### src/rtl/nes_bus_pkg.sv
// nes_bus_pkg
// Shared definitions for blocks that sit on the NES CPU memory bus.
// Holds the common bus widths, the well-known register addresses used by
// the sprite DMA engine, and the DMA engine state type.
package nes_bus_pkg;

  // Common bus geometry for the CPU-side memory interface
  localparam int BUS_WIDTH_C      = 8;
  localparam int BUS_ADDR_WIDTH_C = 16;

  // CPU write to this address starts a sprite DMA; the written byte is the page
  localparam logic [15:0] DMA_REG_ADDR_C  = 16'h4014;
  // PPU OAM data port; every DMA byte is written here
  localparam logic [15:0] OAM_DATA_ADDR_C = 16'h2004;

  // Sprite DMA engine states
  typedef enum logic [2:0] {
    IDLE,
    HALT,
    ALIGN,
    READ,
    WRITE
  } dma_state_t;

endpackage

### src/rtl/oam_dma.sv
// oam_dma
// NES sprite DMA bus initiator. Snoops CPU writes for the DMA register; on a
// trigger it halts the CPU, takes the memory bus and copies XFER_LEN bytes
// from CPU page {page, 00h..} to the OAM data port, one read and one write
// per byte.
//
// Ports:
//   clk       system clock
//   reset     asynchronous, active-high reset
//   cpu_we    CPU write strobe (snooped)
//   cpu_addr  CPU address (snooped)
//   cpu_din   CPU write data; the source page on a trigger
//   bus_din   read data returned from memory (valid while bus_we=0)
//   bus_req   DMA owns the bus; the top-level mux selects the DMA drivers
//   bus_addr  DMA bus address
//   bus_we    DMA write enable
//   bus_dout  DMA write data (0 outside WRITE)
//   cpu_halt  stalls the CPU core while a transfer is in progress
//   done      one-cycle pulse in the first IDLE cycle after a transfer
module oam_dma
  import nes_bus_pkg::*;
#(
  parameter int                    WIDTH         = BUS_WIDTH_C,
  parameter int                    ADDR_WIDTH    = BUS_ADDR_WIDTH_C,
  parameter logic [ADDR_WIDTH-1:0] DMA_REG_ADDR  = DMA_REG_ADDR_C,
  parameter logic [ADDR_WIDTH-1:0] OAM_DATA_ADDR = OAM_DATA_ADDR_C,
  parameter int                    XFER_LEN      = 256,
  parameter int                    CNT_WIDTH     = 8
) (
  input  logic                  clk,
  input  logic                  reset,
  input  logic                  cpu_we,
  input  logic [ADDR_WIDTH-1:0] cpu_addr,
  input  logic [WIDTH-1:0]      cpu_din,
  input  logic [WIDTH-1:0]      bus_din,
  output logic                  bus_req,
  output logic [ADDR_WIDTH-1:0] bus_addr,
  output logic                  bus_we,
  output logic [WIDTH-1:0]      bus_dout,
  output logic                  cpu_halt,
  output logic                  done
);

  localparam logic [CNT_WIDTH-1:0] LAST_IDX = CNT_WIDTH'(XFER_LEN - 1);

  dma_state_t           state;
  logic [WIDTH-1:0]     page;
  logic [WIDTH-1:0]     data_lat;
  logic [CNT_WIDTH-1:0] idx;
  logic                 cyc_odd;

  // Main sequencer. cyc_odd is a free-running parity bit; when HALT lands on
  // an odd cycle an extra ALIGN cycle is inserted so the read/write pairs
  // stay in step with the CPU's get/put cycles. idx is a plain wrapping
  // counter that never carries into page, so reads stay inside one page.
  // done is registered so it appears in the first IDLE cycle, which is also
  // a cycle where a new trigger is accepted.
  always_ff @(posedge clk or posedge reset) begin
    if (reset) begin
      state    <= IDLE;
      page     <= '0;
      idx      <= '0;
      data_lat <= '0;
      cyc_odd  <= 1'b0;
      done     <= 1'b0;
    end else begin
      cyc_odd <= ~cyc_odd;
      done    <= 1'b0;
      unique case (state)
        IDLE: begin
          if (cpu_we && (cpu_addr == DMA_REG_ADDR)) begin
            page  <= cpu_din;
            idx   <= '0;
            state <= HALT;
          end
        end
        HALT: begin
          state <= cyc_odd ? ALIGN : READ;
        end
        ALIGN: begin
          state <= READ;
        end
        READ: begin
          data_lat <= bus_din;
          state    <= WRITE;
        end
        WRITE: begin
          idx <= idx + 1'b1;
          if (idx == LAST_IDX) begin
            state <= IDLE;
            done  <= 1'b1;
          end else begin
            state <= READ;
          end
        end
        default: state <= IDLE;
      endcase
    end
  end

  // Bus drivers decoded straight from the registered state, so an async
  // reset drops every output in the same cycle it is asserted.
  always_comb begin
    bus_req  = (state != IDLE);
    cpu_halt = (state != IDLE);
    bus_we   = 1'b0;
    bus_addr = '0;
    bus_dout = '0;
    unique case (state)
      READ: begin
        bus_addr = ADDR_WIDTH'({page, idx});
      end
      WRITE: begin
        bus_we   = 1'b1;
        bus_addr = OAM_DATA_ADDR;
        bus_dout = data_lat;
      end
      default: ;
    endcase
  end

endmodule

### config.mk
export PLATFORM = sky130hd
export DESIGN_NAME = oam_dma
export DESIGN_NICKNAME = d
export VERILOG_FILES = /design/src/rtl/nes_bus_pkg.sv /design/src/rtl/oam_dma.sv
export SDC_FILE = /design/constraint.sdc
export NUM_CORES = 1
export LEC_CHECK = 0
export BUFFER_PORTS_ARGS = -buffer_cell sky130_fd_sc_hd__buf_4
export CORE_AREA = 2 2 46 79
export CTS_CLUSTER_DIAMETER = 60
export CTS_CLUSTER_SIZE = 10
export DETAILED_ROUTE_END_ITERATION = 10
export DIE_AREA = 0 0 48 81
export PLACE_DENSITY_LB_ADDON = 0.05
export SYNTH_ARGS = -nofsm -noshare
export SYNTH_HDL_FRONTEND = slang
export SYNTH_SLANG_ARGS = --single-unit
### constraint.sdc
create_clock -name clk -period 1.8 [get_ports clk]
set_input_delay 0.36 -clock clk [delete_from_list [all_inputs] [get_ports clk]]
set_output_delay 0.36 -clock clk [all_outputs]
set_load 0.005 [all_outputs]
Word level (Yosys, flattened, before mapping)
Cells that the tools add are included.
- $add $sub $neg: 1
- bitwise gates (word level): 1
- multiplexer cells: 11
- equal/unequal tests: 7
- $mul: 0
- shifts and indexed selects: 0
- order comparisons: 0
- div/mod/pow operators: 0
- reductions and logical operators: 6
- operator list (operator ; number):
    $pmux W16 S2 ; 1
    $eq A16 B15 Y1 const B ; 1
    $mux W8 ; 2
    $pmux W8 S2 ; 1
    $pmux W3 S5 ; 1
    $add A8 B1 Y8 const B ; 1
    $eq A8 B8 Y1 const B ; 1
    $eq A3 B2 Y1 const B ; 2
    $mux W1 ; 4
    $reduce_and A2 Y1 ; 2
    $eq A3 B1 Y1 const B ; 1
    $eq A3 B3 Y1 const B ; 1
    $logic_not A3 Y1 ; 1
    $mux W3 ; 1
    $reduce_bool A3 Y1 ; 1
    $mux W2 ; 1
    $ne A2 B2 Y1 const B ; 1
    $reduce_bool A2 Y1 ; 1
    $logic_and A1 B1 Y1 ; 1
    $not A1 Y1 ; 1
- input port bits: 35
- word-level logic and storage cells: 32
- bits in writable memories: 0
- flip-flop bits (word level): 29
- bits in read-only memories: 0
- bits in latches: 0
- memories: 0
- output and inout bits: 28

Longest topological paths before layout
- depth after elaboration: 4
- depth in mapped cells: 6
- mapped depth without buffers: 5

Worst setup path after synthesis
Ideal clock, no wire load.
- path type: reg2out
- start point: register state[1]
- end point: output port bus_dout[0]
- path slack: 0.085 ns
- data arrival time: 1.355 ns
- data required time: 1.440 ns
- cell stages (with the launch flop): 6
- path buffers: 2
- cells stage by stage: dfrtp_1 > or3b_1 > clkbuf_1 > inv_1 > buf_2 > and2_1
- longest elaborated chain between the ends: 2
- RTL lines (element ; RTL line ; text):
    start: declaration ; oam_dma.sv:46 ; dma_state_t state;
    start signal: assignment ; oam_dma.sv:78 ; state <= cyc_odd ? ALIGN : READ;
    $eq A3 B3 Y1 ; oam_dma.sv:109 ; unique case (state)
    $mux W8 ; oam_dma.sv:109 ;
    end: declaration ; oam_dma.sv:39 ; output logic [WIDTH-1:0] bus_dout,
No other way between the ends.

Worst setup path after layout
- start point: register state[0]
- end point: output port bus_dout[4]
Same word-level chain as after synthesis.

==> results.yml <==
status:
  status: "complete, but fails checks"
  violations: "setup timing"
synthesis:
  synth_area_leaders: "dfrtp_1 (50%), mux2_2 (12%), and2_1 (9.4%)"
  yosysMostFrequentCell: "dfrtp_1"
  synth_top_cell_area_share: 0.497
  async_reset_ff_frac: 1.00
  yosysSeqAreaShare: 0.497
  synth_cell_types: 30
  synth_edf_count: 0
  synth.largest_area_cell: "dfrtp_1"
  syn_area_sq_um: 1460
  yosys_warnings: 0
  synth_seq_cells: 29
  synth_cells: 139
  ys_top_cells_by_count: "dfrtp_1 (29), and2_1 (22), nand2_1 (17)"
  avgSynthCellArea_sq_um: 10.5
  synthFlopType: "dfrtp_1"
  syn_nets: 175
clock_tree:
  clock-sinks: 29
  cts_tree: "done"
  h-tree-depth: 2
  clk_latency_ns: 0.28
  cts_buffers: 5
  clockRootBuffer: "clkbuf_8"
  path_clk_slew_ns: 0.06
  clk_path_buf_depth: 2
power:
  p_per_area_nw_per_um2: 1010
  finalPower_mw: 2.32
  p_leak_nw: 1.13
  max-vdd-ir-drop_mv: 0.710
die:
  initial_core_util: 0.438
  die_width_microns: 48
  io_pins: 63
  die_h_microns: 81
  core_area_sq_um: 3330
  rows: 28
  die_area_sq_um: 3890
worst_setup_path:
  path_max_fanout: 5
  end_kind: "primary output"
  slowest_stage: "or3b_4"
  timing_worst_setup_path_type: "reg2out"
  worstRegToRegCells: 5
  crit_arrival_ns: 1.47
  reg2reg_to: "idx[5]$_DFFE_PP0P_"
  regToRegStartpoint: "state[0]$_DFFE_PP0P_"
  crit_chain: "or3b_4 > inv_4 > and2_4 > buf_6"
  critical-path-top-delay-family: "simple AND/OR/NAND/NOR gates"
  reg2reg_setup_slack_ns: 0.04
  worst_ep_required_time_ns: 1.44
  start_kind: "flip-flop"
  cp.buffers_inverters: 2
  slowest_delay_ns: 0.46
layout:
  finalCoreUtilization: 0.692
  drive_gt1_frac: 0.566
  area_growth_pct: 57.8
  nets: 258
  fin_area_sq_um: 2300
  stdcell_count: 266
  num_antenna_cells: 0
global_route:
  grt_start_max_net_pins: 30
  track_usage: 0.202
  grt-ovfl-total: 0
  grt_pass1_wl_mm: 5.47
  antenna_found_initial: 0
  grt_pass1_vias: 1315
timing:
  fin_ws_ns: -0.0324
  finalCritPeriodShare: 1.02
  tightest_slew_ns: 0.367
  setup_viol: 11
  hold_viol_final: 0
  fin_skew_ns: 0.00397
  fmax_mhz: 546
  maxSlewViolCount: 0
  timing.final.crit_period_ns: 1.83
  slew_headroom: 0.755
  setup_tns_ns: -0.248
  grt_setup_unrepaired: "true"
  hold_slack_ns: 0.163
placement:
  dpl_worst_slack_ns: -0.120
  portBuffers: 62
  gp_congestion: 0.837
  dpl.hpwl_mm: 2.68
  placed_cell_area_sq_um: 2050
  dp_cells: 249
detailed_routing:
  drt-pass1-iter-count: 4
  drt_wl_total_mm: 3.74
  final_antenna_net_count: 0
  drc: 0
  drt_iter0_drc: 14
  drt-met1-wl_mm: 1.26
  viasPerCell: 5.05
  dr_wl_met2_mm: 2.17
  vias: 1342
  met3_length_microns: 182
  top_layer: "met4"
  post_drt_wl_per_cell_microns: 14.0
run:
  cap_violations: 0
hold_path:
  hold_path_class: "in2async"
-- layer usage --
layer,track usage,vias up
met1,0.209,651
met3,0.0511,10
met4,0.108,0
met5,0,-
met2,0.349,45
li1,-,636
-- registers in the layout, indices dropped and copies added (netlist names) --
register  count
data_lat      8
idx           8
page          8
state         3
cyc_odd       1
done          1
-- area by class of cell --
class	instances	area, sq um
inverters	3	16.3
fillers	274	1030
multi-input cells	101	741
repair inverters	1	6.26
repair buffers	81	682
flip-flops and latches	29	727
well taps	45	56.3
clock buffers	5	68.8
clock inverters	1	5.00
-- cell usage in the layout (no fill, tap or decap), types with 2 or more instances in the layout --
cell,synthesis,layout
o21ai_0,2,2
and2_4,0,8
dfrtp_1,29,28
clkbuf_8,0,5
inv_1,3,2
buf_12,0,2
o211ai_1,4,4
buf_4,1,67
xnor2_1,3,3
buf_6,0,11
nand2_1,17,14
nand4_1,2,2
nor3_1,3,3
nand2_2,0,2
mux2_2,16,16
nand3_1,8,8
nor2_1,7,6
and2_1,22,14
or3_1,2,2
-- worst reg2reg max path: cells and delay by family, from the launching register on --
family	cells	cell delay [ns]
flops	1	0.42
buf+inv	2	0.29
compound gates	1	0.10
simple gates	2	0.87
-- worst max-delay path by stage --
stage,to,slack (ns),start,cells past startpoint
after floorplan,bus_dout[0],0.08,state[1]$_DFFE_PP0P_,5
after global placement,page[1]$_DFFE_PP0P_,-0.03,cpu_addr[10],6
after detailed placement,page[2]$_DFFE_PP0P_,-0.12,cpu_addr[10],6
after CTS,bus_dout[5],-0.02,state[0]$_DFFE_PP0P_,4
after global routing,bus_dout[1],-0.06,state[0]$_DFFE_PP0P_,4
final,bus_dout[4],-0.03,state[0]$_DFFE_PP0P_,4
-- power by group --
group          internal (mW)  total (mW)  switching, mW
logic                  0.546       0.907          0.361
clock network          0.253       0.481          0.228
registers              0.813       0.934          0.121
total                   1.61        2.32          0.709
-- kinds of logic after synthesis --
family,synth area share
XOR/XNOR,0.0240
multiplexers,0.123
adder cells (fa/ha/maj),0.00857
flip-flops,0.497
buffers and inverters,0.0266
AND/OR/NAND/NOR,0.283
AO/OA/AOI/OAI,0.0369
-- timing repair --
item / in CTS / in global routing
hold buffers: 0 / 0
gates resized for setup: 8 / 27
buffers inserted: 5 / 5
gates cloned: 0 / 1
endpoints found under the setup margin: 25 / 33
pin swaps: 0 / 11
No activity file was read; power rests on OpenSTA's default activity.
